File: src/rtl/nth_root_pkg.sv
// nth_root_pkg: shared state encoding, default widths and width helper for the n-th root engine
package nth_root_pkg;
   typedef enum logic [2:0] {IDLE, LOAD, POW, CMP, DONE} state_t;
   localparam int INT_W_DEF  = 10;
   localparam int FRAC_W_DEF = 10;
   localparam int EXP_W_DEF  = 3;
   function automatic int calc_rw(input int int_w, input int frac_w);
      return int_w + frac_w;
   endfunction
endpackage

File: src/rtl/nth_root_mul_step.sv
// nth_root_mul_step: one truncating fixed-point multiply of the running power with overflow detect
module nth_root_mul_step #(
   parameter int RW     = 20,
   parameter int FRAC_W = 10
) (
   input  logic [RW-1:0] p,
   input  logic [RW-1:0] c,
   input  logic [RW-1:0] limit,
   output logic [RW-1:0] prod,
   output logic          over
);
   logic [2*RW-1:0] full;
   logic [2*RW-1:0] shifted;
   assign full    = {{RW{1'b0}}, p} * {{RW{1'b0}}, c};
   assign shifted = full >> FRAC_W;
   assign prod    = shifted[RW-1:0];
   assign over    = shifted > {{RW{1'b0}}, limit};
endmodule

File: src/rtl/nth_root_unit.sv
// nth_root_unit: bit-serial fixed-point n-th root with valid/ready input and one-cycle result pulse
module nth_root_unit
   import nth_root_pkg::*;
#(
   parameter int INT_W  = INT_W_DEF,
   parameter int FRAC_W = FRAC_W_DEF,
   parameter int EXP_W  = EXP_W_DEF
) (
   input  logic                    clk,
   input  logic                    rst_n,
   input  logic                    in_valid,
   output logic                    in_ready,
   input  logic [INT_W-1:0]        in_data_1,
   input  logic [EXP_W-1:0]        in_data_2,
   output logic                    out_valid,
   output logic [INT_W+FRAC_W-1:0] out_data,
   output logic                    out_exact,
   output logic                    out_err
);
   localparam int RW = calc_rw(INT_W, FRAC_W);
   localparam logic [RW-1:0] TOP_BIT = {1'b1, {(RW-1){1'b0}}};
   state_t state_q, state_d;
   logic alive_q;
   logic [INT_W-1:0] x_q, x_d;
   logic [EXP_W-1:0] n_q, n_d, cnt_q, cnt_d;
   logic [RW-1:0] mask_q, mask_d, racc_q, racc_d, p_q, p_d;
   logic over_q, over_d, exact_q, exact_d, err_q, err_d;
   logic ov_q, ov_d, oex_q, oex_d, oerr_q, oerr_d;
   logic [RW-1:0] od_q, od_d;
   logic [RW-1:0] limit, cand, prod, racc_acc, next_mask;
   logic step_over, accept;
   assign limit     = {x_q, {FRAC_W{1'b0}}};
   assign cand      = racc_q | mask_q;
   assign accept    = !over_q && (p_q <= limit);
   assign racc_acc  = accept ? cand : racc_q;
   assign next_mask = mask_q >> 1;
   assign in_ready  = alive_q && (state_q == IDLE);
   assign out_valid = ov_q;
   assign out_data  = od_q;
   assign out_exact = oex_q;
   assign out_err   = oerr_q;
   nth_root_mul_step #(.RW(RW), .FRAC_W(FRAC_W)) u_step (
      .p     (p_q),
      .c     (cand),
      .limit (limit),
      .prod  (prod),
      .over  (step_over)
   );
   // next-state logic: capture, load, repeated multiply, compare/accept, and result staging
   always_comb begin
      state_d   = state_q;
      x_d       = x_q;
      n_d       = n_q;
      cnt_d     = cnt_q;
      mask_d    = mask_q;
      racc_d    = racc_q;
      p_d       = p_q;
      over_d    = over_q;
      exact_d   = exact_q;
      err_d     = err_q;
      ov_d      = state_q == DONE;
      od_d      = ov_d ? racc_q : '0;
      oex_d     = ov_d && exact_q;
      oerr_d    = ov_d && err_q;
      case (state_q)
         IDLE: begin
            if (in_valid && in_ready) begin
               x_d     = in_data_1;
               n_d     = in_data_2;
               state_d = LOAD;
            end
         end
         LOAD: begin
            err_d   = n_q == '0;
            exact_d = n_q == EXP_W'(1);
            racc_d  = (n_q == EXP_W'(1)) ? limit : '0;
            mask_d  = TOP_BIT;
            p_d     = TOP_BIT;
            cnt_d   = '0;
            over_d  = 1'b0;
            state_d = (n_q < EXP_W'(2)) ? DONE : POW;
         end
         POW: begin
            p_d    = prod;
            cnt_d  = cnt_q + 1'b1;
            over_d = step_over;
            if (step_over || cnt_d == n_q - 1'b1) state_d = CMP;
         end
         CMP: begin
            racc_d = racc_acc;
            if (accept) exact_d = p_q == limit;
            mask_d  = next_mask;
            p_d     = racc_acc | next_mask;
            cnt_d   = '0;
            over_d  = 1'b0;
            state_d = mask_q[0] ? DONE : POW;
         end
         DONE:    state_d = IDLE;
         default: state_d = IDLE;
      endcase
   end
   // state and datapath registers; reset discards any computation in flight
   always_ff @(posedge clk or negedge rst_n) begin
      if (!rst_n) begin
         state_q <= IDLE;
         alive_q <= 1'b0;
         x_q     <= '0;
         n_q     <= '0;
         cnt_q   <= '0;
         mask_q  <= '0;
         racc_q  <= '0;
         p_q     <= '0;
         over_q  <= 1'b0;
         exact_q <= 1'b0;
         err_q   <= 1'b0;
         ov_q    <= 1'b0;
         od_q    <= '0;
         oex_q   <= 1'b0;
         oerr_q  <= 1'b0;
      end else begin
         state_q <= state_d;
         alive_q <= 1'b1;
         x_q     <= x_d;
         n_q     <= n_d;
         cnt_q   <= cnt_d;
         mask_q  <= mask_d;
         racc_q  <= racc_d;
         p_q     <= p_d;
         over_q  <= over_d;
         exact_q <= exact_d;
         err_q   <= err_d;
         ov_q    <= ov_d;
         od_q    <= od_d;
         oex_q   <= oex_d;
         oerr_q  <= oerr_d;
      end
   end
endmodule
File: config.mk
export PLATFORM = sky130hd
export DESIGN_NAME = nth_root_unit
export DESIGN_NICKNAME = d
export VERILOG_FILES = /design/src/rtl/nth_root_pkg.sv /design/src/rtl/nth_root_mul_step.sv /design/src/rtl/nth_root_unit.sv
export SDC_FILE = /design/constraint.sdc
export NUM_CORES = 1
export LEC_CHECK = 0
export ABC_CLOCK_PERIOD_IN_PS = 18140
export CAP_MARGIN = 5
export CORE_MARGIN = 2
export CORE_UTILIZATION = 25
export DETAILED_ROUTE_END_ITERATION = 16
export SYNTH_ARGS = -nofsm -noshare
export SYNTH_HDL_FRONTEND = slang
export SYNTH_SLANG_ARGS = --single-unit
File: constraint.sdc
create_clock -name clk -period 18.14 [get_ports clk]
set_clock_uncertainty 0.2 [all_clocks]
set_input_delay 3.628 -clock clk [delete_from_list [all_inputs] [get_ports clk]]
set_output_delay 3.628 -clock clk [all_outputs]
set_load 0.01 [all_outputs]
# Word-level counts from Yosys, hierarchy flattened
# Cells that the tools add are included.
# totals
input_bits,16
register_bits,106
word_cells,64
output_inout_bits,24
# op_classes
multipliers,1
n_addsub,2
muxes,15
n_eq_ne,10
magnitude_cmp,3
reduce_logical,16
bitwise,2
# op_table
op,n
20-bit one-hot mux with 2 select lines,2
20-bit 2-to-1 mux,3
20-bit one-hot mux with 3 select lines,1
20-bit by 20-bit multiplier with 40-bit output,1
30-bit by 20-bit > comparator with 1-bit output,1
20-bit == test,1
20-bit less-or-equal comparator,1
20-bit by 19-bit OR with 20-bit output,1
20-bit OR,1
3-bit 2-to-1 mux,4
3-bit one-hot mux with 4 select lines,1
"3-bit by 1-bit == test with 1-bit output, second input constant",2
"3-bit by 2-bit == test with 1-bit output, second input constant",2
3-bit zero test,2
3-bit one-hot mux with 2 select lines,1
2-bit AND reduction,3
1-bit logical AND,5
"2-bit != test, second input constant",2
1-bit one-hot mux with 2 select lines,2
2-bit nonzero test,2
"3-bit by 1-bit adder with 3-bit output, second input constant",1
3-bit == test,1
"3-bit == test, second input constant",1
"3-bit by 2-bit < comparator with 1-bit output, second input constant",1
7 further kinds,7

# Logic depth before layout (Yosys ltp)
# Gate-level depths: netlist of the first run.
# depth
depth_word,6
ltp_mapped,35
depth_no_buf,33

# By module
# A second synthesis of the first run with hierarchy kept.
# hier_totals
hier_cells,2071
hier_area_um2,18814.3
# modules_own_cells
module,area_each_um2,cells_each,n_inst,seq_area_each_um2
nth_root_mul_step,13872.1,1612,1,0.0
nth_root_unit,4942.2,459,1,2652.5

# Least setup slack after synthesis of the first run
# OpenSTA, ideal clock, no wires.
# synth_path
path_kind,reg-to-reg
startpoint,register mask_q[2]
endpoint,register state_q[0]
path_stages_with_launch,35
slack_ns,9.889
synth_period_minus_slack_ns,8.251
required_ns,17.811
n_path_buf,2
arrival_ns,7.922
setup_time_ns,0.129
path_cell_list,dfrtp_1 -> nor2_1 -> clkbuf_1 -> nor2_1 -> fa_1 -> fa_1 -> inv_1 -> fa_1 -> inv_1 -> fa_1 -> inv_1 -> fa_1 -> inv_1 -> fa_1 -> inv_1 -> fa_1 -> inv_1 -> ha_1 -> clkbuf_1 -> nand2_1 -> o21bai_1 -> a211oi_1 -> o21a_1 -> a21oi_1 -> o21ai_1 -> a31oi_1 -> xnor2_1 -> ha_1 -> nand4_1 -> nor3_1 -> o221ai_1 -> nor4_1 -> nand4_1 -> a211oi_2 -> a21oi_1
# synth_via
elab_chain_len,6
# synth_rtl
item,line_no,rtl
from (decl),nth_root_unit.sv:26,"logic [RW-1:0] mask_q, mask_d, racc_q, racc_d, p_q, p_d;"
from (signal assigned),nth_root_unit.sv:126,mask_q <= mask_d;
20-bit OR,nth_root_unit.sv:33,assign cand = racc_q | mask_q;
20-bit by 20-bit multiplier with 40-bit output,nth_root_mul_step.sv:14,"assign full = {{RW{1'b0}}, p} * {{RW{1'b0}}, c};"
30-bit by 20-bit > comparator with 1-bit output,nth_root_mul_step.sv:17,"assign over = shifted > {{RW{1'b0}}, limit};"
1-bit logical OR,nth_root_unit.sv:87,if (step_over || cnt_d == n_q - 1'b1) state_d = CMP;
2-bit != test (no line),-,
2-bit AND reduction (no line),-,
to (signal assigned),nth_root_unit.sv:121,state_q <= state_d;
to (decl),nth_root_unit.sv:22,"state_t state_q, state_d;"
# No other way between the ends.
# A chain may end at the register's enable or synchronous reset.

# Worst setup path in the final report of the first run
# layout_path
startpoint,register mask_q[8]
endpoint,register state_q[0]
# Same word-level chain as after synthesis.

==> metrics, run 1 <==
status finished, final reports clean; dominant synthesized flop cell dfrtp_1; htree depth 3; Area growth, synth to finish 8.66%; critical path's slowest cell fa_1; clk sinks about 110; Post-Route WL approximately 49000 um; max cap viols 0; fin crit period around 8.9 ns; # rows 99; dpl cells around 3000; reg-to-reg startpoint mask_q[8]$_DFFE_PN0N_; worst-skew pair later-pin latency approximately 0.35 ns; CTS max path bufs 2; PortBufs 39; TNS Setup 0 ns; worst endpoint required time roughly 18 ns; Vias/cell 4.63; Detail Placement HPWL about 39000 um; Syn Nets between 2000 and 3000; Placed Area around 0.020 mm2; pin count of the biggest net entering global routing 63; gr ovfl total 0; Setup Buffers After CTS 0; Static Leakage approximately 10 nW; final worst setup slack 9.23 ns; final std cells w/o fill ~3000; Final #Nets around 2600; crit start category register; cts repair resizes 0; Worst EP arrival roughly 9 ns; largest fanout on the critical path 20; Root Buffer clkbuf_16; Reg2Reg Depth 29; Worst Tran Pin Value roughly 1.2 ns; routed via count around 14000; register bit total from synthesis 106; Max VDD drop 108 uV; first-pass GRT wire length 81900 um; Mapped Cells approximately 2100; largest cells by area after synthesis fa_1, dfrtp_1, ha_1; Fmax 112 MHz; CP Launch Point mask_q[8]$_DFFE_PN0N_; ys async rst share 1.00; number of synthesized flops with an enable pin 0; Die ar. 0.0765 mm2; Synth area leader fa_1; post-synthesis cell area around 0.019 mm2; Post-CTS Hold Buffers 0; clock slew at reported path FFs roughly 0.070 ns; average wire per standard cell approximately 16 um; PD cells between 70 and 80 mW/mm2; TritonCTS clock tree built; share of layout cells above drive strength 1 0.0390; Post-DRT Antenna Nets 0; slew margin rel. 0.229; Seq/Total Area, Yosys 0.143; Yosys top cell area share 0.344; Setup CP Type reg2reg; Die X 277 um; final setup violating endpoints 0; Power Total approximately 1.4 mW; drt pass-1 iters 5; Worst path most repeated cell fa_1; RSZ-0062 raised after global routing no; Initial Util 0.254; antenna violations before repair 0; WHS Path Cells 2; critical path's largest stage delay a little under 0.6 ns; Hold WC Path Type reg2reg; TritonCTS buffer count 9; Layout Cell Area excl Fill slightly above 0.02 mm2; fin crit share 0.491; I/O pins 40; core area between 0.07 and 0.08 mm2; dpl ws between 9 and 10 ns; Final Slew Violations 0; Antenna Diode Count 0; 1st-iter DRT viols roughly 860; Total GRT Usage 0.133; Worst Hold Launch err_q$_DFFE_PN0P_; final hold violation count 0; Post-Syn Area per Cell just under 9 um2; Yosys warning total 0; Critical Path End Type register; GP Congestion roughly 0.94; Vert. Die Dim between 200 and 300 um; DRC Markers 0; number of global-route vias before repair roughly 15000; count of cell types in the netlist between 60 and 70
==> path summary, 6_finish.rpt <==
kind / end / slack [ns]
hold reg to reg: err_q$_DFFE_PN0P_ / 0.27
min in group asynchronous: x_q[7]$_DFFE_PN0P_ / 3.07
hold / removal: err_q$_DFFE_PN0P_ / 0.27
setup / recovery: state_q[0]$_DFFE_PN0P_ / 9.23
setup reg to reg: state_q[0]$_DFFE_PN0P_ / 9.23
max in group asynchronous: p_q[3]$_DFFE_PN0P_ / 13.43
==> cells in the final DEF (no fill, tap or decap), drive strengths merged, types with 22 or more instances in the layout <==
cell / synthesis / routed
ha: 172 / 172
buf: 5 / 27
and3: 27 / 27
nor2b: 56 / 56
nor2: 57 / 57
dfrtp: 106 / 106
or2: 23 / 23
inv: 391 / 393
a21oi: 73 / 73
o21ai: 65 / 65
clkdlybuf4s50: 0 / 38
fa: 319 / 319
and2: 151 / 151
a21o: 22 / 22
nand2: 296 / 296
==> stage by stage <==
step | hold WS [ns] | util
floorplan | 0.231 | -
global placement | 0.251 | 0.272
detailed placement | 0.254 | 0.272
CTS | 0.271 | 0.276
global route | 0.321 | 0.276
finish | 0.268 | 0.276
==> Yosys cell counts, types with 13 or more instances <==
| cell type | n |
|---|---|
| nor2b_1 | 56 |
| nor2_1 | 57 |
| and3_1 | 27 |
| inv_1 | 391 |
| a22o_1 | 21 |
| dfrtp_1 | 106 |
| fa_1 | 319 |
| ha_1 | 172 |
| nand2_1 | 296 |
| nand4_1 | 21 |
| o21ai_1 | 13 |
| clkbuf_1 | 112 |
| mux2_2 | 13 |
| or2_2 | 22 |
| o21ai_0 | 52 |
| a21oi_1 | 73 |
| xnor2_1 | 16 |
| a21o_1 | 22 |
| and2_1 | 150 |
==> kinds of logic after synthesis <==
logic type / share of synthesized area
AND/OR/NAND/NOR: 0.180
buffers and inverters: 0.103
adder cells (fa/ha/maj): 0.460
AO/OA/AOI/OAI: 0.0933
flip-flops: 0.143
XOR/XNOR: 0.0123
multiplexers: 0.00788
other: 0.000202
==> area by class of cell <==
type	instances	area, um2
repair buffers	65	583
clock inverters	4	33.8
fillers	7770	53000
clock buffers	12	236
inverters	391	1470
multi-input cells	1472	14000
flip-flops and latches	106	2650
well taps	959	1200
==> state kept, by name, indices dropped and copies added, names as in the netlist <==
signal / cells
exact_q: 1
x_q: 10
racc_q: 20
mask_q: 20
out_data: 20
alive_q: 1
out_exact: 1
err_q: 1
p_q: 20
out_err: 1
state_q: 3
out_valid: 1
cnt_q: 3
n_q: 3
over_q: 1
==> per-layer routing <==
metal | GRT usage | part of all wire | vias up
met3 | 0.0219 | 0.052 | 68
met5 | 0 | 0 | -
met4 | 0.0329 | 0.024 | 0
met2 | 0.224 | 0.48 | 335
met1 | 0.177 | 0.44 | 7122
li1 | - | - | 6406
==> power by group <==
group / total, mW / internal [mW] / switching (mW)
logic: 0.885 / 0.301 / 0.584
clock network: 0.185 / 0.0947 / 0.0901
registers: 0.357 / 0.283 / 0.0748
==> critical path, delay by kind of cell (launching register included) <==
| kind | cells | cell delay (ns) |
|---|---|---|
| DFF | 1 | 0.43 |
| adders and majority gates | 9 | 4.27 |
| and+or+nand+nor | 7 | 1.71 |
| buffers and inverters | 4 | 0.21 |
| xor gates and xnor gates | 1 | 0.20 |
| AOI/OAI and AO/OA | 8 | 1.75 |
(Power assumes the default switching activity.)
==> inputs of run 2 (changes only) <==
--- a/config.mk
+++ b/config.mk
@@ -5,7 +5,7 @@
 export SDC_FILE = /design/constraint.sdc
 export NUM_CORES = 1
 export LEC_CHECK = 0
-export ABC_CLOCK_PERIOD_IN_PS = 18140
+export ABC_CLOCK_PERIOD_IN_PS = 7500
 export CAP_MARGIN = 5
 export CORE_MARGIN = 2
 export CORE_UTILIZATION = 25
==> constraint.sdc (replaced) <==
create_clock -name clk -period 7.5 [get_ports clk]
set_clock_uncertainty 0.2 [all_clocks]
set_input_delay 1.5 -clock clk [delete_from_list [all_inputs] [get_ports clk]]
set_output_delay 1.5 -clock clk [all_outputs]
set_load 0.01 [all_outputs]
==> metrics, run 2 (synthesis gave the netlist of run 1 again) <==
WHS 0.278 ns (+0.00991 ns); crit start category register; Detail Placement HPWL 44400 um (+14%); fin crit period 7.76 ns (-1.15 ns); worst-skew pair later-pin latency 0.37 ns (+0.02 ns); Post-DRT Antenna Nets 0 (unchanged); Power Total 3.85 mW (+170%); TritonCTS buffer count 9 (unchanged); end-of-flow core utilization 0.310 (+0.0345); worst endpoint required time 7.55 ns (-10.62 ns); Final #Nets 2809 (+10%); RSZ-0062 raised after global routing yes; Antenna Diode Count 0 (unchanged); Total GRT Usage 0.142 (+0.00921); critical path's slowest cell fa_1; final setup violating endpoints 2 (+2); Die ar. 0.0765 mm2 (unchanged); worst hold path endpoint err_q$_DFFE_PN0P_; clk sinks 106 (unchanged); CP Buf/Inv Count 7 (+3); Root Buffer clkbuf_16; Worst Hold Launch err_q$_DFFE_PN0P_; most common cell after layout, fill and taps aside inv_1; Worst EP arrival 7.81 ns (-1.13 ns); gr ovfl total 0 (unchanged); Fill cells 7657 (-1.5%); Worst Tran Pin Value 0.915 ns (-0.242 ns); Crit Reg-Reg Endpoint state_q[0]$_DFFE_PN0P_; PD cells 170 mW/mm2 (+140%); DRC Markers 0 (unchanged); # rows 99 (unchanged); Vert. Die Dim 277 um (unchanged); PortBufs 39 (unchanged); Post-Route WL 53000 um (+8.3%); Placed Area 0.0218 mm2 (+9.8%); TritonCTS clock tree built; Final Slew Violations 0 (unchanged); fin crit share 1.03 (+0.543); share of layout cells above drive strength 1 0.180 (+0.141); dpl ws -0.598 ns (-9.95 ns); core area 0.0732 mm2 (unchanged); Fmax 129 MHz (+15%); WHS Path Cells 2 (unchanged); status finished with violations; delay-heaviest family, CP adder cells; htree depth 3 (unchanged); Vias/cell 4.54 (-2.0%); Initial Util 0.254 (unchanged); CTS max path bufs 2 (unchanged); GP Congestion 0.956 (+1.9%); Hold WC Path Type reg2reg; pin count of the biggest net entering global routing 59 (-6.3%); Static Leakage 11.7 nW (+14%); Setup CP Type reg2reg; reg-to-reg startpoint mask_q[2]$_DFFE_PN0N_; antenna violations before repair 0 (unchanged); Area growth, synth to finish 22.3%; average wire per standard cell 16.2 um (-0.25%); largest fanout on the critical path 4 (-80%); clock slew at reported path FFs 0.08 ns (about the same); Reg2Reg Depth 32 (+10%); final worst setup slack -0.261 ns (-9.49 ns); Worst path most repeated cell fa_1; slew margin rel. 0.390 (+0.161); drt pass-1 iters 5 (unchanged); 1st-iter DRT viols 843 (-1.9%); final hold violation count 0 (unchanged); Post-CTS Hold Buffers 0 (unchanged); I/O pins 40 (unchanged); commonest non-fill, non-tap cells in the layout inv_1, fa_1, nand2_1; violations in the final reports negative setup slack; Die X 277 um (unchanged); number of global-route vias before repair 15800 (+5.9%); critical path's largest stage delay 0.55 ns (-0.04 ns); first-pass GRT wire length 86900 um (+6.1%); max cap viols 0 (unchanged); Max VDD drop 200 uV (+85%); Layout Cell Area excl Fill 0.0227 mm2 (+13%); routed via count 14800 (+6.3%); Critical Path End Type register; Reg2Reg Setup Slack -0.26 ns (-9.49 ns)
-- run 2: cell count changes in the layout (fill, tap and decap cells not counted), sizes merged --
cell      before  now
clkinvlp       1    2
or2           23   24
inv          393  395
clkbuf        12    9
buf           27  283
-- run 2: worst reg2reg max path, delay by kind of cell (launching register included) --
family,cells,cell delay (ns)
adders and majority gates,9,4.14
AOI/OAI and AO/OA,8,1.21
and+or+nand+nor,7,0.91
buffers and inverters,7,0.55
DFF,1,0.42
xor gates and xnor gates,1,0.18
-- run 2: repair_timing --
item / CTS / global route
buffers inserted: 22 / 8
cloned: 0 / 1
gates resized for setup: 58 / 29
pin swaps: 30 / 20
endpoints found under the setup margin: 2 / 2
-- run 2: per-layer routing --
layer | up-vias | track usage | wire length [um]
met5 | - | 0 | 0
met2 | 331 | 0.243 | 25800
met1 | 7498 | 0.188 | 23400
met4 | 0 | 0.0408 | 1610
li1 | 6918 | - | -
met3 | 66 | 0.0173 | 2120
-- run 2: power breakdown --
part	internal, mW	total, mW	leakage [nW]	switching, mW
logic	1.02	2.56	10.2	1.53
registers	0.684	0.821	1.42	0.137
clock network	0.234	0.476	0.138	0.242
total	1.94	3.85	11.7	1.91
-- run 2: through the flow --
step                      std cells  TNS (ns)
final                          3266    -0.521
after global routing           3266     -1.31
after CTS                      3260    -0.597
after detailed placement       3222     -1.19
after global placement         3222     -1.04
after floorplan                2086         0
-- run 2: cell type report --
cell class                 instances  area, um2  area share
clock buffer                       9        225     0.00992
clock inverter                     7       68.8     0.00303
inverter                         391       1470      0.0646
multi-input combinational       1473      14400       0.634
sequential                       106       2660       0.117
tap                              959       1200      0.0529
timing repair buffer             321       2700       0.119
-- run 2: how the worst max path moves through the flow --
stage               slack [ns]  depth (start not counted)                      to             startpoint
floorplan                0.002                         34  state_q[0]$_DFFE_PN0P_  mask_q[4]$_DFFE_PN0N_
global placement         -0.53                         29  state_q[0]$_DFFE_PN0P_  racc_q[8]$_DFFE_PN0N_
detailed placement       -0.60                         30  state_q[0]$_DFFE_PN0P_  racc_q[8]$_DFFE_PN0N_
CTS                      -0.30                         30  state_q[0]$_DFFE_PN0P_  mask_q[7]$_DFFE_PN0N_
global route             -0.66                         32      over_q$_DFFE_PN0P_  mask_q[5]$_DFFE_PN0N_
finish                   -0.26                         32  state_q[0]$_DFFE_PN0P_  mask_q[2]$_DFFE_PN0N_
